### src/rtl/stopwatch_core.sv
`timescale 1ns/1ps
`default_nettype none
// ============================================================================
// Module      : stopwatch_core
// Description : Centisecond stopwatch datapath. A prescaler divides clk down
//               to TICK_HZ and advances a BCD MM:SS.CC digit chain. The
//               display word (MM:SS or SS:CC) is registered for the FND scan
//               mux, and running/overflow status is reported for the LEDs.
//               Optional lap-freeze display: define STOPWATCH_LAP_EN.
// Revision    : 1.0 - initial release
// ============================================================================
module stopwatch_core #(
    parameter int CLK_HZ  = 100000000,
    parameter int TICK_HZ = 100,
    parameter int PRESC   = CLK_HZ / TICK_HZ
) (
    input  logic        clk,
    input  logic        rst,
    input  logic        run_md,
    input  logic        disp_md,
    input  logic        clr_on,
`ifdef STOPWATCH_LAP_EN
    input  logic        lap,
    output logic        lap_act,
`endif
    output logic [15:0] disp_bcd,
    output logic        tick,
    output logic        running,
    output logic        ovf
);

    // Prescaler width; PRESC is required to be at least 2.
    localparam int            PW         = (PRESC > 1) ? $clog2(PRESC) : 1;
    localparam logic [PW-1:0] PRESC_LAST = PW'(PRESC - 1);
    localparam logic [3:0]    MAX_UNITS  = 4'd9;
    localparam logic [3:0]    MAX_TENS   = 4'd5;

    // Next value of one BCD digit on a carry-in; wraps at its limit.
    // The >= keeps an out-of-range digit from ever counting past the limit.
    function automatic logic [3:0] step_digit(input logic [3:0] v,
                                              input logic [3:0] lim);
        if (v >= lim) begin
            step_digit = 4'd0;
        end else begin
            step_digit = v + 4'd1;
        end
    endfunction

    // ------------------------------------------------------------------
    // State
    // ------------------------------------------------------------------
    logic [PW-1:0] presc_q, presc_d;
    logic [3:0]    cs_o_q,  cs_o_d;
    logic [3:0]    cs_t_q,  cs_t_d;
    logic [3:0]    sec_o_q, sec_o_d;
    logic [3:0]    sec_t_q, sec_t_d;
    logic [3:0]    min_o_q, min_o_d;
    logic [3:0]    min_t_q, min_t_d;
    logic          ovf_q,     ovf_d;
    logic          running_q, running_d;
    logic [15:0]   disp_q,    disp_d;

    // Combinational helpers
    logic          en;
    logic          at_term;
    logic          tick_c;
    logic          cy_cs_o;
    logic          cy_cs_t;
    logic          cy_sec_o;
    logic          cy_sec_t;
    logic          cy_min_o;
    logic          cy_min_t;
    logic [15:0]   live_mmss;
    logic [15:0]   live_sscc;

`ifdef STOPWATCH_LAP_EN
    logic          lap_act_q, lap_act_d;
    logic          frozen;
    logic [3:0]    snap_cs_o_q,  snap_cs_o_d;
    logic [3:0]    snap_cs_t_q,  snap_cs_t_d;
    logic [3:0]    snap_sec_o_q, snap_sec_o_d;
    logic [3:0]    snap_sec_t_q, snap_sec_t_d;
    logic [3:0]    snap_min_o_q, snap_min_o_d;
    logic [3:0]    snap_min_t_q, snap_min_t_d;
`endif

    // Enable, prescaler terminal-count detect and tick generation.
    always_comb begin
        en      = run_md & ~clr_on;
        at_term = (presc_q == PRESC_LAST);
        // Gated by rst so no tick is reported on a cycle whose edge resets.
        tick_c  = en & at_term & ~rst;
        presc_d = presc_q;
        if (clr_on) begin
            presc_d = '0;
        end else if (en) begin
            // Pausing simply stops this update, so the sub-tick phase survives.
            presc_d = at_term ? '0 : presc_q + 1'b1;
        end
    end

    // BCD digit chain: every carry ripples through on the same tick.
    always_comb begin
        cs_o_d   = cs_o_q;
        cs_t_d   = cs_t_q;
        sec_o_d  = sec_o_q;
        sec_t_d  = sec_t_q;
        min_o_d  = min_o_q;
        min_t_d  = min_t_q;
        ovf_d    = ovf_q;

        cy_cs_o  = tick_c   & (cs_o_q  >= MAX_UNITS);
        cy_cs_t  = cy_cs_o  & (cs_t_q  >= MAX_UNITS);
        cy_sec_o = cy_cs_t  & (sec_o_q >= MAX_UNITS);
        cy_sec_t = cy_sec_o & (sec_t_q >= MAX_TENS);
        cy_min_o = cy_sec_t & (min_o_q >= MAX_UNITS);
        cy_min_t = cy_min_o & (min_t_q >= MAX_TENS);

        if (clr_on) begin
            cs_o_d  = 4'd0;
            cs_t_d  = 4'd0;
            sec_o_d = 4'd0;
            sec_t_d = 4'd0;
            min_o_d = 4'd0;
            min_t_d = 4'd0;
            ovf_d   = 1'b0;
        end else begin
            if (tick_c)   cs_o_d  = step_digit(cs_o_q,  MAX_UNITS);
            if (cy_cs_o)  cs_t_d  = step_digit(cs_t_q,  MAX_UNITS);
            if (cy_cs_t)  sec_o_d = step_digit(sec_o_q, MAX_UNITS);
            if (cy_sec_o) sec_t_d = step_digit(sec_t_q, MAX_TENS);
            if (cy_sec_t) min_o_d = step_digit(min_o_q, MAX_UNITS);
            if (cy_min_o) min_t_d = step_digit(min_t_q, MAX_TENS);
            // Carry out of the top digit means 59:59.99 rolled to zero.
            if (cy_min_t) ovf_d = 1'b1;
        end

        running_d = en;
    end

`ifdef STOPWATCH_LAP_EN
    // Lap toggle and digit snapshot; clear also drops out of lap view.
    always_comb begin
        snap_cs_o_d  = snap_cs_o_q;
        snap_cs_t_d  = snap_cs_t_q;
        snap_sec_o_d = snap_sec_o_q;
        snap_sec_t_d = snap_sec_t_q;
        snap_min_o_d = snap_min_o_q;
        snap_min_t_d = snap_min_t_q;
        lap_act_d    = lap_act_q;
        if (clr_on) begin
            lap_act_d = 1'b0;
        end else if (lap) begin
            lap_act_d = ~lap_act_q;
            if (!lap_act_q) begin
                snap_cs_o_d  = cs_o_q;
                snap_cs_t_d  = cs_t_q;
                snap_sec_o_d = sec_o_q;
                snap_sec_t_d = sec_t_q;
                snap_min_o_d = min_o_q;
                snap_min_t_d = min_t_q;
            end
        end
        // Show the snapshot only while lap view is both active and staying
        // active; on the entering cycle the live digits equal the snapshot,
        // and on the leaving cycle live digits are loaded immediately.
        frozen = lap_act_q & lap_act_d;
    end
`endif

    // Display source select; the result is registered into disp_q.
    always_comb begin
`ifdef STOPWATCH_LAP_EN
        if (frozen) begin
            live_mmss = {snap_min_t_q, snap_min_o_q, snap_sec_t_q, snap_sec_o_q};
            live_sscc = {snap_sec_t_q, snap_sec_o_q, snap_cs_t_q, snap_cs_o_q};
        end else begin
            live_mmss = {min_t_q, min_o_q, sec_t_q, sec_o_q};
            live_sscc = {sec_t_q, sec_o_q, cs_t_q, cs_o_q};
        end
`else
        live_mmss = {min_t_q, min_o_q, sec_t_q, sec_o_q};
        live_sscc = {sec_t_q, sec_o_q, cs_t_q, cs_o_q};
`endif
        disp_d = disp_md ? live_sscc : live_mmss;
    end

    // State registers with synchronous active-high reset.
    always_ff @(posedge clk) begin
        if (rst) begin
            presc_q   <= '0;
            cs_o_q    <= 4'd0;
            cs_t_q    <= 4'd0;
            sec_o_q   <= 4'd0;
            sec_t_q   <= 4'd0;
            min_o_q   <= 4'd0;
            min_t_q   <= 4'd0;
            ovf_q     <= 1'b0;
            running_q <= 1'b0;
            disp_q    <= 16'h0000;
`ifdef STOPWATCH_LAP_EN
            lap_act_q    <= 1'b0;
            snap_cs_o_q  <= 4'd0;
            snap_cs_t_q  <= 4'd0;
            snap_sec_o_q <= 4'd0;
            snap_sec_t_q <= 4'd0;
            snap_min_o_q <= 4'd0;
            snap_min_t_q <= 4'd0;
`endif
        end else begin
            presc_q   <= presc_d;
            cs_o_q    <= cs_o_d;
            cs_t_q    <= cs_t_d;
            sec_o_q   <= sec_o_d;
            sec_t_q   <= sec_t_d;
            min_o_q   <= min_o_d;
            min_t_q   <= min_t_d;
            ovf_q     <= ovf_d;
            running_q <= running_d;
            disp_q    <= disp_d;
`ifdef STOPWATCH_LAP_EN
            lap_act_q    <= lap_act_d;
            snap_cs_o_q  <= snap_cs_o_d;
            snap_cs_t_q  <= snap_cs_t_d;
            snap_sec_o_q <= snap_sec_o_d;
            snap_sec_t_q <= snap_sec_t_d;
            snap_min_o_q <= snap_min_o_d;
            snap_min_t_q <= snap_min_t_d;
`endif
        end
    end

    assign disp_bcd = disp_q;
    assign tick     = tick_c;
    assign running  = running_q;
    assign ovf      = ovf_q;
`ifdef STOPWATCH_LAP_EN
    assign lap_act  = lap_act_q;
`endif

endmodule
`default_nettype wire

### config.mk
export PLATFORM = sky130hd
export DESIGN_NAME = stopwatch_core
export DESIGN_NICKNAME = d
export VERILOG_FILES = /design/src/rtl/stopwatch_core.sv
export SDC_FILE = /design/constraint.sdc
export NUM_CORES = 1
export LEC_CHECK = 0
export ABC_AREA = 1
export CORE_UTILIZATION = 29
export CTS_CLUSTER_DIAMETER = 50
export CTS_CLUSTER_SIZE = 28
export DETAILED_ROUTE_END_ITERATION = 6
export PLACE_DENSITY = 0.52
export SLEW_MARGIN = 10
export SYNTH_ARGS = -nofsm -noshare
export SYNTH_HDL_FRONTEND = slang
export SYNTH_SLANG_ARGS = --single-unit
### constraint.sdc
create_clock -name clk -period 2 [get_ports clk]
set_clock_uncertainty 0.05 [all_clocks]
set_input_delay 0.5 -clock clk [delete_from_list [all_inputs] [get_ports clk]]
set_output_delay 0.5 -clock clk [all_outputs]
set_load 0.05 [all_outputs]
# Yosys cells after proc, flatten, opt, wreduce, memory -nomap -nowiden
# Index checks and enable logic that the tools add are counted.
# op_classes
addsub	7
order_cmp	6
eq_ne	1
muxes	8
bitwise_logic	11
n_reduce_logical	1
# op_table
cell	count
4-bit by 1-bit adder with 4-bit output, second input constant	6
4-bit 2-to-1 mux	6
20-bit by 1-bit adder with 20-bit output, second input constant	1
20-bit == test, second input constant	1
20-bit 2-to-1 mux	1
4-bit >= comparator, second input constant	4
16-bit 2-to-1 mux	1
1-bit bitwise AND	9
4-bit by 3-bit >= comparator with 1-bit output, second input constant	2
1-bit NOT	2
2-bit OR reduction	1
# totals
regBits	62
inputBits	5
output_inout_bits	19
elab_cells	44

# Logic depth before layout (Yosys ltp)
# Gate-level depths: netlist of the first run.
# logic_depth
depth_word	10
ltp_mapped	12

# Worst setup path before layout of the first run
# No wires, ideal clock.
# synth_path
path_kind	input-to-output
start	in clr_on
end	out tick
t_arrival_ns	1.882
slack_ns	-0.432
path_stages	3
n_path_buf	0
cell_sequence	nor2_1 nand2_2 nor3_1
# synth_via
elab_chain_cells	4
# synth_rtl
element	line	text
start, declared	21	input logic clr_on,
1-bit NOT	89	en = run_md & ~clr_on;
1-bit bitwise AND	89	
1-bit bitwise AND (2 in a row)	92	tick_c = en & at_term & ~rst;
end, declared	27	output logic tick,
# Every way passes these cells.

# Final worst setup path of the first run
# layout_path
start	reg presc_q[0]
end	out tick
# layout_via
elab_chain_cells	3
# layout_rtl
element	line	text
start, declared	52	logic [PW-1:0] presc_q, presc_d;
start signal, assigned	211	presc_q <= presc_d;
20-bit == test	90	at_term = (presc_q == PRESC_LAST);
1-bit bitwise AND (2 in a row)	92	
# Every way passes these cells.

==> run_summary.xml, run 1 <==
<?xml version="1.0" encoding="UTF-8"?>
<metrics>
  <group name="sta">
    <metric name="setup_repair_after_global_routing_missed_its_margin" unit="">yes</metric>
    <metric name="tightest_slew" unit="ns">0.428</metric>
    <metric name="post-route-min-period" unit="ns">1.97</metric>
    <metric name="timing.fmax" unit="MHz">507</metric>
    <metric name="part_of_the_cycle_the_worst_path_needs" unit="%">98.6</metric>
    <metric name="finalWorstSetupSlack" unit="ns">0.0272</metric>
    <metric name="report.final.setup_viol" unit="">0</metric>
    <metric name="setup-tns-final" unit="ns">0</metric>
    <metric name="worst_rel_slew_slack" unit="%">71.3</metric>
    <metric name="maxSlewViolCount" unit="">0</metric>
    <metric name="final_hold_viol_count" unit="">0</metric>
  </group>
  <group name="cells_and_area">
    <metric name="seqCellArea" unit="sq um">1250</metric>
    <metric name="num_antenna_cells" unit="">0</metric>
    <metric name="number_of_nets_in_the_final_layout" unit="">479</metric>
    <metric name="mostFrequentLayoutCell" unit="">buf_4</metric>
    <metric name="multi_input_comb_area" unit="sq um">1640</metric>
    <metric name="most-common-layout-cells" unit="">buf_4, dfxtp_1, nand2_1</metric>
    <metric name="finish.utilization" unit="%">40.9</metric>
    <metric name="design_area" unit="sq um">4050</metric>
    <metric name="layout-drive-gt1-share" unit="%">30.4</metric>
    <metric name="nFillCells" unit="">1026</metric>
    <metric name="areaGrowthSynthToFinish" unit="%">34.9</metric>
  </group>
  <group name="clocking">
    <metric name="tritoncts_buffer_count" unit="">9</metric>
    <metric name="cts_sinks" unit="">62</metric>
    <metric name="root_buffer" unit="">clkbuf_8</metric>
    <metric name="clk_pin_slew" unit="ns">0.07</metric>
    <metric name="htree_num_levels" unit="">3</metric>
    <metric name="cts_tree" unit="">done</metric>
    <metric name="cts_hold_buf" unit="">0</metric>
    <metric name="max-clock-path-buffers" unit="">2</metric>
    <metric name="clkLatencyLatePin" unit="ns">0.34</metric>
  </group>
  <group name="drt">
    <metric name="top_layer" unit="">met4</metric>
    <metric name="wl" unit="mm">6.97</metric>
    <metric name="wl_per_cell" unit="um">11.8</metric>
    <metric name="dr_pass1_iterations" unit="">4</metric>
    <metric name="drtIter0Drc" unit="">121</metric>
    <metric name="vias_per_cell" unit="">4.43</metric>
    <metric name="route.met3.wl" unit="um">168</metric>
    <metric name="dr_wl_met2" unit="mm">3.11</metric>
    <metric name="postRouteAntennaNets" unit="">0</metric>
    <metric name="total_drc_errors_in_the_routed_layout" unit="">0</metric>
    <metric name="dr_total_vias" unit="">2626</metric>
    <metric name="drt-met1-wl" unit="mm">3.53</metric>
  </group>
  <group name="floorplan">
    <metric name="die-area" unit="sq um">10800</metric>
    <metric name="total_core_area" unit="sq um">9910</metric>
    <metric name="initial_utilization" unit="%">30.3</metric>
    <metric name="num_io_pins" unit="">24</metric>
    <metric name="die_boundary_width" unit="um">104</metric>
    <metric name="die_h" unit="um">104</metric>
    <metric name="rows" unit="">36</metric>
  </group>
  <group name="worst_hold_path">
    <metric name="worstHoldEndpoint" unit="">ovf$_SDFFE_PP0P_</metric>
    <metric name="timing.hold.worst_path_depth" unit="">2</metric>
    <metric name="hold_class" unit="">reg -&gt; reg</metric>
    <metric name="timing.hold.worst.start" unit="">ovf$_SDFFE_PP0P_</metric>
  </group>
  <group name="grt">
    <metric name="groute.usage.overall" unit="%">14.0</metric>
    <metric name="globalRouteOverflowTotal" unit="">0</metric>
    <metric name="number_of_global_route_vias_before_repair" unit="">2578</metric>
    <metric name="grt_pass1_wl" unit="mm">12.0</metric>
    <metric name="pin_count_of_the_biggest_net_entering_global_routing" unit="">17</metric>
    <metric name="antenna_found_initial" unit="">0</metric>
  </group>
  <group name="power_and_ir_drop">
    <metric name="p_leak" unit="nW">1.65</metric>
    <metric name="total_power" unit="mW">2.56</metric>
    <metric name="ir_drop" unit="V">0.000325</metric>
    <metric name="cellPowerDensity" unit="nW/um^2">631</metric>
  </group>
  <group name="synthesis">
    <metric name="avgSynthCellArea" unit="sq um">7.99</metric>
    <metric name="synth_top_family_by_area" unit="">simple AND/OR/NAND/NOR gates</metric>
    <metric name="cell_count_after_synthesis" unit="">376</metric>
    <metric name="synth-xor-area-share" unit="%">3.21</metric>
    <metric name="syn_nets" unit="">400</metric>
    <metric name="yosys.area_share.simple" unit="%">27.2</metric>
    <metric name="synth-compound-area-share" unit="%">13.1</metric>
    <metric name="synth.distinct_cells" unit="">41</metric>
    <metric name="share_of_synthesized_cell_area_in_full_adder_half_adder_and_majority_cells" unit="%">7.91</metric>
    <metric name="ys_seq_area_share" unit="%">41.3</metric>
    <metric name="synth.yosys.warnings" unit="">0</metric>
    <metric name="synth_mux_area_share" unit="%">0</metric>
    <metric name="register_bit_count_reported_by_yosys" unit="">62</metric>
    <metric name="synthesis.area" unit="sq um">3010</metric>
  </group>
  <group name="place">
    <metric name="port_buffers" unit="">23</metric>
    <metric name="detailedPlacementHpwl" unit="mm">5.03</metric>
    <metric name="pre_cts_ws" unit="ns">-0.294</metric>
    <metric name="gp_routability_congestion" unit="">0.794</metric>
    <metric name="dpl_cell_area" unit="sq um">3600</metric>
  </group>
  <group name="setup_path">
    <metric name="cell_breakdown_of_the_critical_path" unit="">ha_4 -&gt; nand3_4 -&gt; clkinv_4 -&gt; nand3_4 -&gt; nor3_4 -&gt; buf_12</metric>
    <metric name="cp.required" unit="ns">1.45</metric>
    <metric name="slowest_stage_cell_crit_path" unit="">dfxtp_4</metric>
    <metric name="critPathLaunchType" unit="">register</metric>
    <metric name="reg2reg_from" unit="">presc_q[0]$_SDFFE_PP0N_</metric>
    <metric name="critPathMaxStageDelay" unit="ns">0.37</metric>
    <metric name="path_max_fanout" unit="">2</metric>
    <metric name="worst_path_most_repeated_cell" unit="">nand3_4</metric>
    <metric name="rr_worst_depth" unit="">12</metric>
    <metric name="ff2ff_setup_slack" unit="ns">0.08</metric>
    <metric name="worst-endpoint-arrival" unit="ns">1.42</metric>
    <metric name="worst-setup-path-type" unit="">reg -&gt; out</metric>
    <metric name="end_kind" unit="">output pin</metric>
    <metric name="critical_path.reg2reg.endpoint" unit="">min_t_q[2]$_SDFFE_PP0P_</metric>
  </group>
  <group name="flow_run">
    <metric name="max_cap_viol_count" unit="">0</metric>
  </group>
  <group name="outcome">
    <metric name="run_status" unit="">complete, no violations</metric>
  </group>
</metrics>
[through the flow]
step,std cells,hold slack [ns]
final,593,0.421
after global routing,593,0.451
after CTS,591,0.422
after detailed placement,558,0.407
after global placement,558,0.411
after floorplan,376,0.394
[what timing repair did]
item | CTS | global route
hold endpoints to repair | 0 | 0
setup buffers | 17 | 4
cloned | 0 | 0
gates resized for setup | 24 | 14
pin swaps | 7 | 14
setup endpoints to repair | 1 | 20
[Yosys cell counts, drive strengths merged]
library cell / instances / area share (%)
a31oi: 2 / 0.42
nand3b: 1 / 0.25
clkinv: 3 / 0.42
a41oi: 1 / 0.29
inv: 49 / 6.1
o21ai: 25 / 4.2
a221oi: 1 / 0.29
nand2: 57 / 8.0
nor3b: 2 / 0.50
ha: 19 / 7.9
xnor2: 2 / 0.58
a211oi: 1 / 0.25
nor4: 3 / 0.62
xor2: 9 / 2.6
clkbuf: 3 / 0.37
dfxtp: 62 / 41
nand3: 20 / 4.5
a21oi: 37 / 6.4
nand4: 9 / 2.6
buf: 2 / 0.33
o21a: 2 / 0.50
and2: 1 / 0.21
o21bai: 1 / 0.25
nor2: 52 / 8.8
nor3: 10 / 1.8
a21boi: 1 / 0.25
a311oi: 1 / 0.29
[worst max-delay path by stage]
stage,depth (start not counted),end,startpoint
global placement,11,min_t_q[0]$_SDFFE_PP0P_,clr_on
global route,12,min_t_q[2]$_SDFFE_PP0P_,presc_q[0]$_SDFFE_PP0N_
CTS,6,tick,presc_q[1]$_SDFFE_PP0N_
finish,6,tick,presc_q[0]$_SDFFE_PP0N_
floorplan,10,min_t_q[0]$_SDFFE_PP0P_,cs_t_q[0]$_SDFFE_PP0N_
detailed placement,11,min_t_q[0]$_SDFFE_PP0P_,clr_on
[sequential cells by signal, summed over array words and instances (netlist names)]
signal,flops
presc_q,20
disp_bcd,16
cs_o_q,4
cs_t_q,4
min_o_q,4
min_t_q,4
sec_o_q,4
sec_t_q,4
ovf,1
running,1
[cell type report]
cell class	instances	area share, %
clock inverters	3	1.05
repair buffers	73	14.7
clock buffers	13	3.92
inverters	52	4.97
multi-input cells	257	40.4
well taps	133	4.10
flip-flops and latches	62	30.9
[where the power goes]
group          switching [mW]  internal (mW)  leakage (nW)
Sequential            0.00503           1.25         0.506
Combinational           0.112         0.0614          1.04
Clock                   0.489          0.643        0.0996
[metal layers]
layer	up-vias	track usage, %
li1	1392	-
met1	1192	18.2
met2	31	22.0
met3	11	2.27
met4	0	7.96
met5	-	0
[logic make-up after synthesis]
kind of cell | Yosys count
AOI/OAI and AO/OA | 72
xor gates and xnor gates | 11
adders and majority gates | 19
buffers and inverters | 57
DFF | 62
and+or+nand+nor | 155
[worst max-delay path, delay by kind of cell, from the launching register on]
family        cells  cell delay [ns]
flops             1             0.37
fa+ha+maj         1             0.15
buf+inv           2             0.23
simple gates      3             0.33
Note: power is estimated with default switching activity, not from simulation.
==> run 2: changes to the inputs <==
--- a/config.mk
+++ b/config.mk
@@ -6,11 +6,11 @@
 export NUM_CORES = 1
 export LEC_CHECK = 0
 export ABC_AREA = 1
-export CORE_UTILIZATION = 29
+export CORE_UTILIZATION = 52
 export CTS_CLUSTER_DIAMETER = 50
 export CTS_CLUSTER_SIZE = 28
 export DETAILED_ROUTE_END_ITERATION = 6
-export PLACE_DENSITY = 0.52
+export PLACE_DENSITY = 0.81
 export SLEW_MARGIN = 10
 export SYNTH_ARGS = -nofsm -noshare
 export SYNTH_HDL_FRONTEND = slang
==> constraint.sdc (replaced) <==
create_clock -name clk -period 1.76 [get_ports clk]
set_clock_uncertainty 0.05 [all_clocks]
set_input_delay 0.44 -clock clk [delete_from_list [all_inputs] [get_ports clk]]
set_output_delay 0.44 -clock clk [all_outputs]
set_load 0.05 [all_outputs]
==> run 2 against run 1 <==
The flow now finishes with violations (negative setup slack). Sequential share of layout area is 1.7 points lower. Core utilization increased by 37 points. Via count increased by 24%. Cell count shrank 5.9%. Global-route usage up 15 points. Hold slack gained 0.0036 ns. Setup slack worse by 0.34 ns. Die area down 43%. Flip-flop and latch count is the same. Final area increased by 6.3%.
==> run_summary.xml, run 2 (synthesis gave the netlist of run 1 again) <==
<?xml version="1.0" encoding="UTF-8"?>
<metrics>
  <group name="outcome">
    <metric name="run_status" unit="">complete, but fails checks</metric>
    <metric name="violations" unit="">negative setup slack</metric>
  </group>
  <group name="clocking">
    <metric name="clk_pin_slew" unit="ns">0.07</metric>
    <metric name="htree_num_levels" unit="">3</metric>
    <metric name="tritoncts_buffer_count" unit="">9</metric>
    <metric name="cts_tree" unit="">done</metric>
    <metric name="root_buffer" unit="">clkbuf_8</metric>
    <metric name="cts_sinks" unit="">62</metric>
    <metric name="cts_hold_buf" unit="">0</metric>
    <metric name="clkLatencyLatePin" unit="ns">0.35</metric>
    <metric name="max-clock-path-buffers" unit="">2</metric>
  </group>
  <group name="setup_path">
    <metric name="slowest_stage_cell_crit_path" unit="">dfxtp_2</metric>
    <metric name="timing.critical_path.buf_inv" unit="">3</metric>
    <metric name="cp.required" unit="ns">1.27</metric>
    <metric name="worstSetupStartpoint" unit="">presc_q[10]$_SDFFE_PP0N_</metric>
    <metric name="worst-setup-path-type" unit="">reg -&gt; out</metric>
    <metric name="end_kind" unit="">output pin</metric>
    <metric name="critPathLaunchType" unit="">register</metric>
    <metric name="worst-endpoint-arrival" unit="ns">1.59</metric>
    <metric name="critPathMaxStageDelay" unit="ns">0.34</metric>
    <metric name="worst_path_dominant_cell_family" unit="">simple AND/OR/NAND/NOR gates</metric>
    <metric name="reg2reg_from" unit="">presc_q[5]$_SDFFE_PP0N_</metric>
    <metric name="path_max_fanout" unit="">4</metric>
    <metric name="cell_breakdown_of_the_critical_path" unit="">inv_2 -&gt; nand2_2 -&gt; nor2_4 -&gt; nand3_4 -&gt; buf_6 -&gt; nor3_4 -&gt; buf_12</metric>
  </group>
  <group name="sta">
    <metric name="tightest_slew" unit="ns">0.477</metric>
    <metric name="post-route-min-period" unit="ns">2.08</metric>
    <metric name="setup_repair_after_global_routing_missed_its_margin" unit="">yes</metric>
    <metric name="finalWorstSetupSlack" unit="ns">-0.318</metric>
    <metric name="maxSlewViolCount" unit="">0</metric>
    <metric name="report.final.setup_viol" unit="">24</metric>
    <metric name="setup-tns-final" unit="ns">-1.73</metric>
    <metric name="hold_slack" unit="ns">0.425</metric>
    <metric name="final_hold_viol_count" unit="">0</metric>
    <metric name="worst_rel_slew_slack" unit="%">67.9</metric>
    <metric name="timing.fmax" unit="MHz">481</metric>
    <metric name="part_of_the_cycle_the_worst_path_needs" unit="%">118</metric>
  </group>
  <group name="place">
    <metric name="pre_cts_ws" unit="ns">-0.517</metric>
    <metric name="gp_routability_congestion" unit="">0.897</metric>
    <metric name="port_buffers" unit="">23</metric>
    <metric name="detailedPlacementHpwl" unit="mm">5.23</metric>
  </group>
  <group name="drt">
    <metric name="vias_per_cell" unit="">5.82</metric>
    <metric name="drtIter0Drc" unit="">374</metric>
    <metric name="dr_total_vias" unit="">3246</metric>
    <metric name="wl" unit="mm">10.2</metric>
    <metric name="dr_pass1_iterations" unit="">5</metric>
    <metric name="postRouteAntennaNets" unit="">0</metric>
    <metric name="total_drc_errors_in_the_routed_layout" unit="">0</metric>
    <metric name="wl_per_cell" unit="um">18.4</metric>
  </group>
  <group name="grt">
    <metric name="grt.met1_usage" unit="%">34.1</metric>
    <metric name="globalRouteOverflowTotal" unit="">0</metric>
    <metric name="pin_count_of_the_biggest_net_entering_global_routing" unit="">17</metric>
    <metric name="grt-busiest-layer" unit="">met2</metric>
    <metric name="grt_pass1_wl" unit="mm">13.6</metric>
    <metric name="groute.usage.overall" unit="%">29.2</metric>
    <metric name="antenna_found_initial" unit="">0</metric>
    <metric name="global_route.usage.met3" unit="%">8.37</metric>
    <metric name="number_of_global_route_vias_before_repair" unit="">2991</metric>
    <metric name="gr_met2_demand_resource" unit="%">48.1</metric>
  </group>
  <group name="cells_and_area">
    <metric name="nFillCells" unit="">314</metric>
    <metric name="finish.utilization" unit="%">77.8</metric>
    <metric name="number_of_nets_in_the_final_layout" unit="">505</metric>
    <metric name="seqCellArea" unit="sq um">1260</metric>
    <metric name="most-common-layout-cells" unit="">buf_4, dfxtp_1, nand2_1</metric>
    <metric name="layout-drive-gt1-share" unit="%">40.9</metric>
    <metric name="top_register" unit="">presc_q</metric>
    <metric name="num_antenna_cells" unit="">0</metric>
    <metric name="largest_register_ffs" unit="">20</metric>
    <metric name="mostFrequentLayoutCell" unit="">buf_4</metric>
    <metric name="multi_input_comb_area" unit="sq um">1760</metric>
    <metric name="areaGrowthSynthToFinish" unit="%">43.4</metric>
  </group>
  <group name="flow_run">
    <metric name="max_cap_viol_count" unit="">0</metric>
  </group>
  <group name="power_and_ir_drop">
    <metric name="cellPowerDensity" unit="nW/um^2">689</metric>
    <metric name="total_power" unit="mW">2.97</metric>
    <metric name="ir_drop" unit="V">0.000499</metric>
    <metric name="p_leak" unit="nW">1.81</metric>
  </group>
  <group name="floorplan">
    <metric name="num_io_pins" unit="">24</metric>
    <metric name="total_core_area" unit="sq um">5540</metric>
    <metric name="initial_utilization" unit="%">54.2</metric>
    <metric name="die_h" unit="um">78.0</metric>
    <metric name="die_boundary_width" unit="um">78.0</metric>
    <metric name="die-area" unit="sq um">6090</metric>
    <metric name="rows" unit="">27</metric>
  </group>
  <group name="worst_hold_path">
    <metric name="timing.hold.worst.start" unit="">ovf$_SDFFE_PP0P_</metric>
    <metric name="hold_class" unit="">reg -&gt; reg</metric>
  </group>
</metrics>
run 2: path summary, 6_finish.rpt:
kind | end | cells after the start | slack (ns)
min reg2reg | ovf$_SDFFE_PP0P_ | 2 | 0.42
min | ovf$_SDFFE_PP0P_ | 2 | 0.42
max reg2reg | presc_q[19]$_SDFFE_PP0N_ | 9 | -0.18
max | tick | 7 | -0.32
run 2: final cells by class:
type / instances / area share [%]
clock inverter: 5 / 1.34
sequential: 62 / 29.2
tap: 72 / 2.09
multi-input combinational: 257 / 40.9
inverter: 52 / 4.65
timing repair buffer: 99 / 18.3
clock buffer: 11 / 3.51
run 2: timing repair:
| action | CTS | global route |
|---|---|---|
| pin swaps | 7 | 15 |
| setup buffers | 11 | 8 |
| cloned | 1 | 0 |
| resized for setup | 29 | 44 |
| setup endpoints to repair | 20 | 28 |
run 2: layer usage:
| metal | share of wire (%) | wire [um] |
|---|---|---|
| met1 | 38 | 3870 |
| met3 | 9.7 | 995 |
| met5 | 0 | 0 |
| met2 | 47 | 4800 |
| met4 | 5.7 | 587 |
run 2: metrics by stage:
| step | std cells | cell area [sq um] |
|---|---|---|
| floorplan | 376 | 3040 |
| global placement | 523 | 3740 |
| detailed placement | 523 | 3740 |
| CTS | 551 | 4120 |
| global route | 558 | 4310 |
| finish | 558 | 4310 |
run 2: worst reg2reg max path: cells and delay by family, from the launching register on:
family	cells	cell delay, ns
buffers and inverters	2	0.28
and+or+nand+nor	5	0.81
AOI/OAI and AO/OA	2	0.37
DFF	1	0.36
run 2: report_power, final:
part / total, mW / internal, mW / leakage, nW / switching, mW
clock network: 1.33 / 0.728 / 0.0976 / 0.601
registers: 1.42 / 1.42 / 0.509 / 0.00623
logic: 0.218 / 0.0739 / 1.20 / 0.144
==> run 3: changes to the inputs <==
==> constraint.sdc (replaced) <==
create_clock -name clk -period 1.8 [get_ports clk]
set_clock_uncertainty 0.05 [all_clocks]
set_input_delay 0.45 -clock clk [delete_from_list [all_inputs] [get_ports clk]]
set_output_delay 0.45 -clock clk [all_outputs]
set_load 0.05 [all_outputs]
==> run 3 against run 2 <==
The run still ends with negative setup slack left. Clock power hardly changed. Setup slack better by 0.17 ns. Via count is 12% lower. Sequential share of layout area is 1.3 points higher. Global-route usage is 3.8 points lower. Routed wire length is 24% lower. Total power is 1.3% lower. Non-clock buffer count is 21 lower. Final area is 4.7% lower. Critical path type unchanged. Largest cell class unchanged. Highest routed layer unchanged.
==> run_summary.xml, run 3 (synthesis gave the netlist of run 1 again) <==
<?xml version="1.0" encoding="UTF-8"?>
<metrics>
  <group name="clocking">
    <metric name="clkLatencyLatePin" unit="ns">0.35</metric>
    <metric name="cts_sinks" unit="">62</metric>
    <metric name="clk_pin_slew" unit="ns">0.07</metric>
    <metric name="cts_hold_buf" unit="">0</metric>
    <metric name="max-clock-path-buffers" unit="">2</metric>
    <metric name="tritoncts_buffer_count" unit="">9</metric>
    <metric name="cts_tree" unit="">done</metric>
    <metric name="root_buffer" unit="">clkbuf_8</metric>
    <metric name="htree_num_levels" unit="">3</metric>
  </group>
  <group name="place">
    <metric name="detailedPlacementHpwl" unit="mm">4.96</metric>
    <metric name="place_inst" unit="">507</metric>
    <metric name="port_buffers" unit="">23</metric>
    <metric name="gp_routability_congestion" unit="">0.856</metric>
  </group>
  <group name="sta">
    <metric name="timing.fmax" unit="MHz">514</metric>
    <metric name="setup_repair_after_global_routing_missed_its_margin" unit="">yes</metric>
    <metric name="part_of_the_cycle_the_worst_path_needs" unit="%">108</metric>
    <metric name="report.final.setup_viol" unit="">11</metric>
    <metric name="finalWorstSetupSlack" unit="ns">-0.146</metric>
    <metric name="maxSlewViolCount" unit="">0</metric>
    <metric name="tightest_slew" unit="ns">0.434</metric>
    <metric name="final_hold_viol_count" unit="">0</metric>
    <metric name="worst_rel_slew_slack" unit="%">71.0</metric>
    <metric name="post-route-min-period" unit="ns">1.95</metric>
    <metric name="setup-tns-final" unit="ns">-0.394</metric>
  </group>
  <group name="floorplan">
    <metric name="num_io_pins" unit="">24</metric>
    <metric name="die_h" unit="um">78.0</metric>
    <metric name="total_core_area" unit="sq um">5540</metric>
    <metric name="rows" unit="">27</metric>
    <metric name="initial_utilization" unit="%">54.2</metric>
    <metric name="die_boundary_width" unit="um">78.0</metric>
    <metric name="die-area" unit="sq um">6090</metric>
  </group>
  <group name="outcome">
    <metric name="run_status" unit="">complete, but fails checks</metric>
    <metric name="violations" unit="">negative setup slack</metric>
  </group>
  <group name="drt">
    <metric name="postRouteAntennaNets" unit="">0</metric>
    <metric name="drtIter0Drc" unit="">170</metric>
    <metric name="wl_per_cell" unit="um">14.5</metric>
    <metric name="vias_per_cell" unit="">5.31</metric>
    <metric name="total_drc_errors_in_the_routed_layout" unit="">0</metric>
    <metric name="dr_total_vias" unit="">2854</metric>
    <metric name="dr_pass1_iterations" unit="">5</metric>
    <metric name="wl" unit="mm">7.79</metric>
  </group>
  <group name="power_and_ir_drop">
    <metric name="cellPowerDensity" unit="nW/um^2">714</metric>
    <metric name="ir_drop" unit="V">0.000582</metric>
    <metric name="p_leak" unit="nW">1.69</metric>
  </group>
  <group name="setup_path">
    <metric name="critPathLaunchType" unit="">register</metric>
    <metric name="worst-setup-path-type" unit="">reg -&gt; out</metric>
    <metric name="worst-endpoint-arrival" unit="ns">1.45</metric>
    <metric name="cp.required" unit="ns">1.30</metric>
    <metric name="path_max_fanout" unit="">2</metric>
    <metric name="end_kind" unit="">output pin</metric>
  </group>
  <group name="grt">
    <metric name="pin_count_of_the_biggest_net_entering_global_routing" unit="">19</metric>
    <metric name="groute.usage.overall" unit="%">25.3</metric>
    <metric name="number_of_global_route_vias_before_repair" unit="">2651</metric>
    <metric name="globalRouteOverflowTotal" unit="">0</metric>
    <metric name="grt_pass1_wl" unit="mm">11.8</metric>
    <metric name="antenna_found_initial" unit="">0</metric>
  </group>
  <group name="cells_and_area">
    <metric name="largest_register_ffs" unit="">20</metric>
    <metric name="finish.utilization" unit="%">74.1</metric>
    <metric name="layout-drive-gt1-share" unit="%">34.4</metric>
    <metric name="num_antenna_cells" unit="">0</metric>
    <metric name="top_register" unit="">presc_q</metric>
    <metric name="mostFrequentLayoutCell" unit="">buf_4</metric>
    <metric name="areaGrowthSynthToFinish" unit="%">36.7</metric>
    <metric name="number_of_nets_in_the_final_layout" unit="">484</metric>
    <metric name="final_cell_count_no_fill" unit="">537</metric>
    <metric name="most-common-layout-cells" unit="">buf_4, dfxtp_1, nand2_1</metric>
  </group>
  <group name="worst_hold_path">
    <metric name="hold_class" unit="">reg -&gt; reg</metric>
  </group>
  <group name="flow_run">
    <metric name="max_cap_viol_count" unit="">0</metric>
  </group>
</metrics>
-- run 3: cell types whose count changed in the layout (fill, tap and decap cells not counted), sizes merged --
cell and change:
buf -21, clkinvlp -3, clkbuf +2, clkinv +1
-- run 3: path summary, 6_finish.rpt --
path         depth (start not counted)                       to  slack (ns)                    start
max                                  6                     tick       -0.15  presc_q[0]$_SDFFE_PP0N_
min                                  2  presc_q[5]$_SDFFE_PP0N_        0.44  presc_q[5]$_SDFFE_PP0N_
min reg2reg                          2  presc_q[5]$_SDFFE_PP0N_        0.44  presc_q[5]$_SDFFE_PP0N_
max reg2reg                         11  min_t_q[2]$_SDFFE_PP0P_       -0.06  presc_q[0]$_SDFFE_PP0N_
-- run 3: report_power, final --
part	internal [mW]	switching, mW	total (mW)
logic	0.0715	0.135	0.206
clock network	0.786	0.547	1.33
registers	1.39	0.00538	1.39
total	2.25	0.687	2.93
-- run 3: area by class of cell --
class | count | area (sq um)
clock buffer | 13 | 179
clock inverter | 3 | 40.0
fill | 349 | 1430
inverter | 52 | 201
multi-input combinational | 257 | 1700
sequential | 62 | 1250
tap | 72 | 90.1
timing repair buffer | 78 | 641
-- run 3: repair_timing --
item / in CTS / in global routing
resized for setup: 24 / 29
buffers inserted: 7 / 7
endpoints found under the setup margin: 18 / 23
pin swaps: 7 / 9
-- run 3: worst max-delay path: stages, from the launching register on --
cell and delay [ns]:
dfxtp_2 0.36, ha_4 0.15, nand3_4 0.10, clkinv_4 0.07, nand3_4 0.08, nor3_4 0.18
buf_12 0.17
-- run 3: per-stage QoR --
stage	cell area [sq um]	hold WS [ns]	setup slack [ns]	total power, mW
final	4110	0.441	-0.146	2.93
after global routing	4110	0.462	-0.193	3.01
after CTS	3960	0.437	-0.208	2.93
after detailed placement	3620	0.421	-0.475	1.61
after global placement	3620	0.418	-0.400	1.61
after floorplan	3020	0.394	0.0303	1.53
-- run 3: routing by layer --
metal | vias to the layer above | track usage [%] | wire length, um
met1 | 1337 | 30.6 | 3410
met2 | 99 | 42.1 | 3810
met3 | 22 | 4.77 | 365
met4 | 0 | 14.8 | 204
li1 | 1396 | - | -
met5 | - | 0 | 0
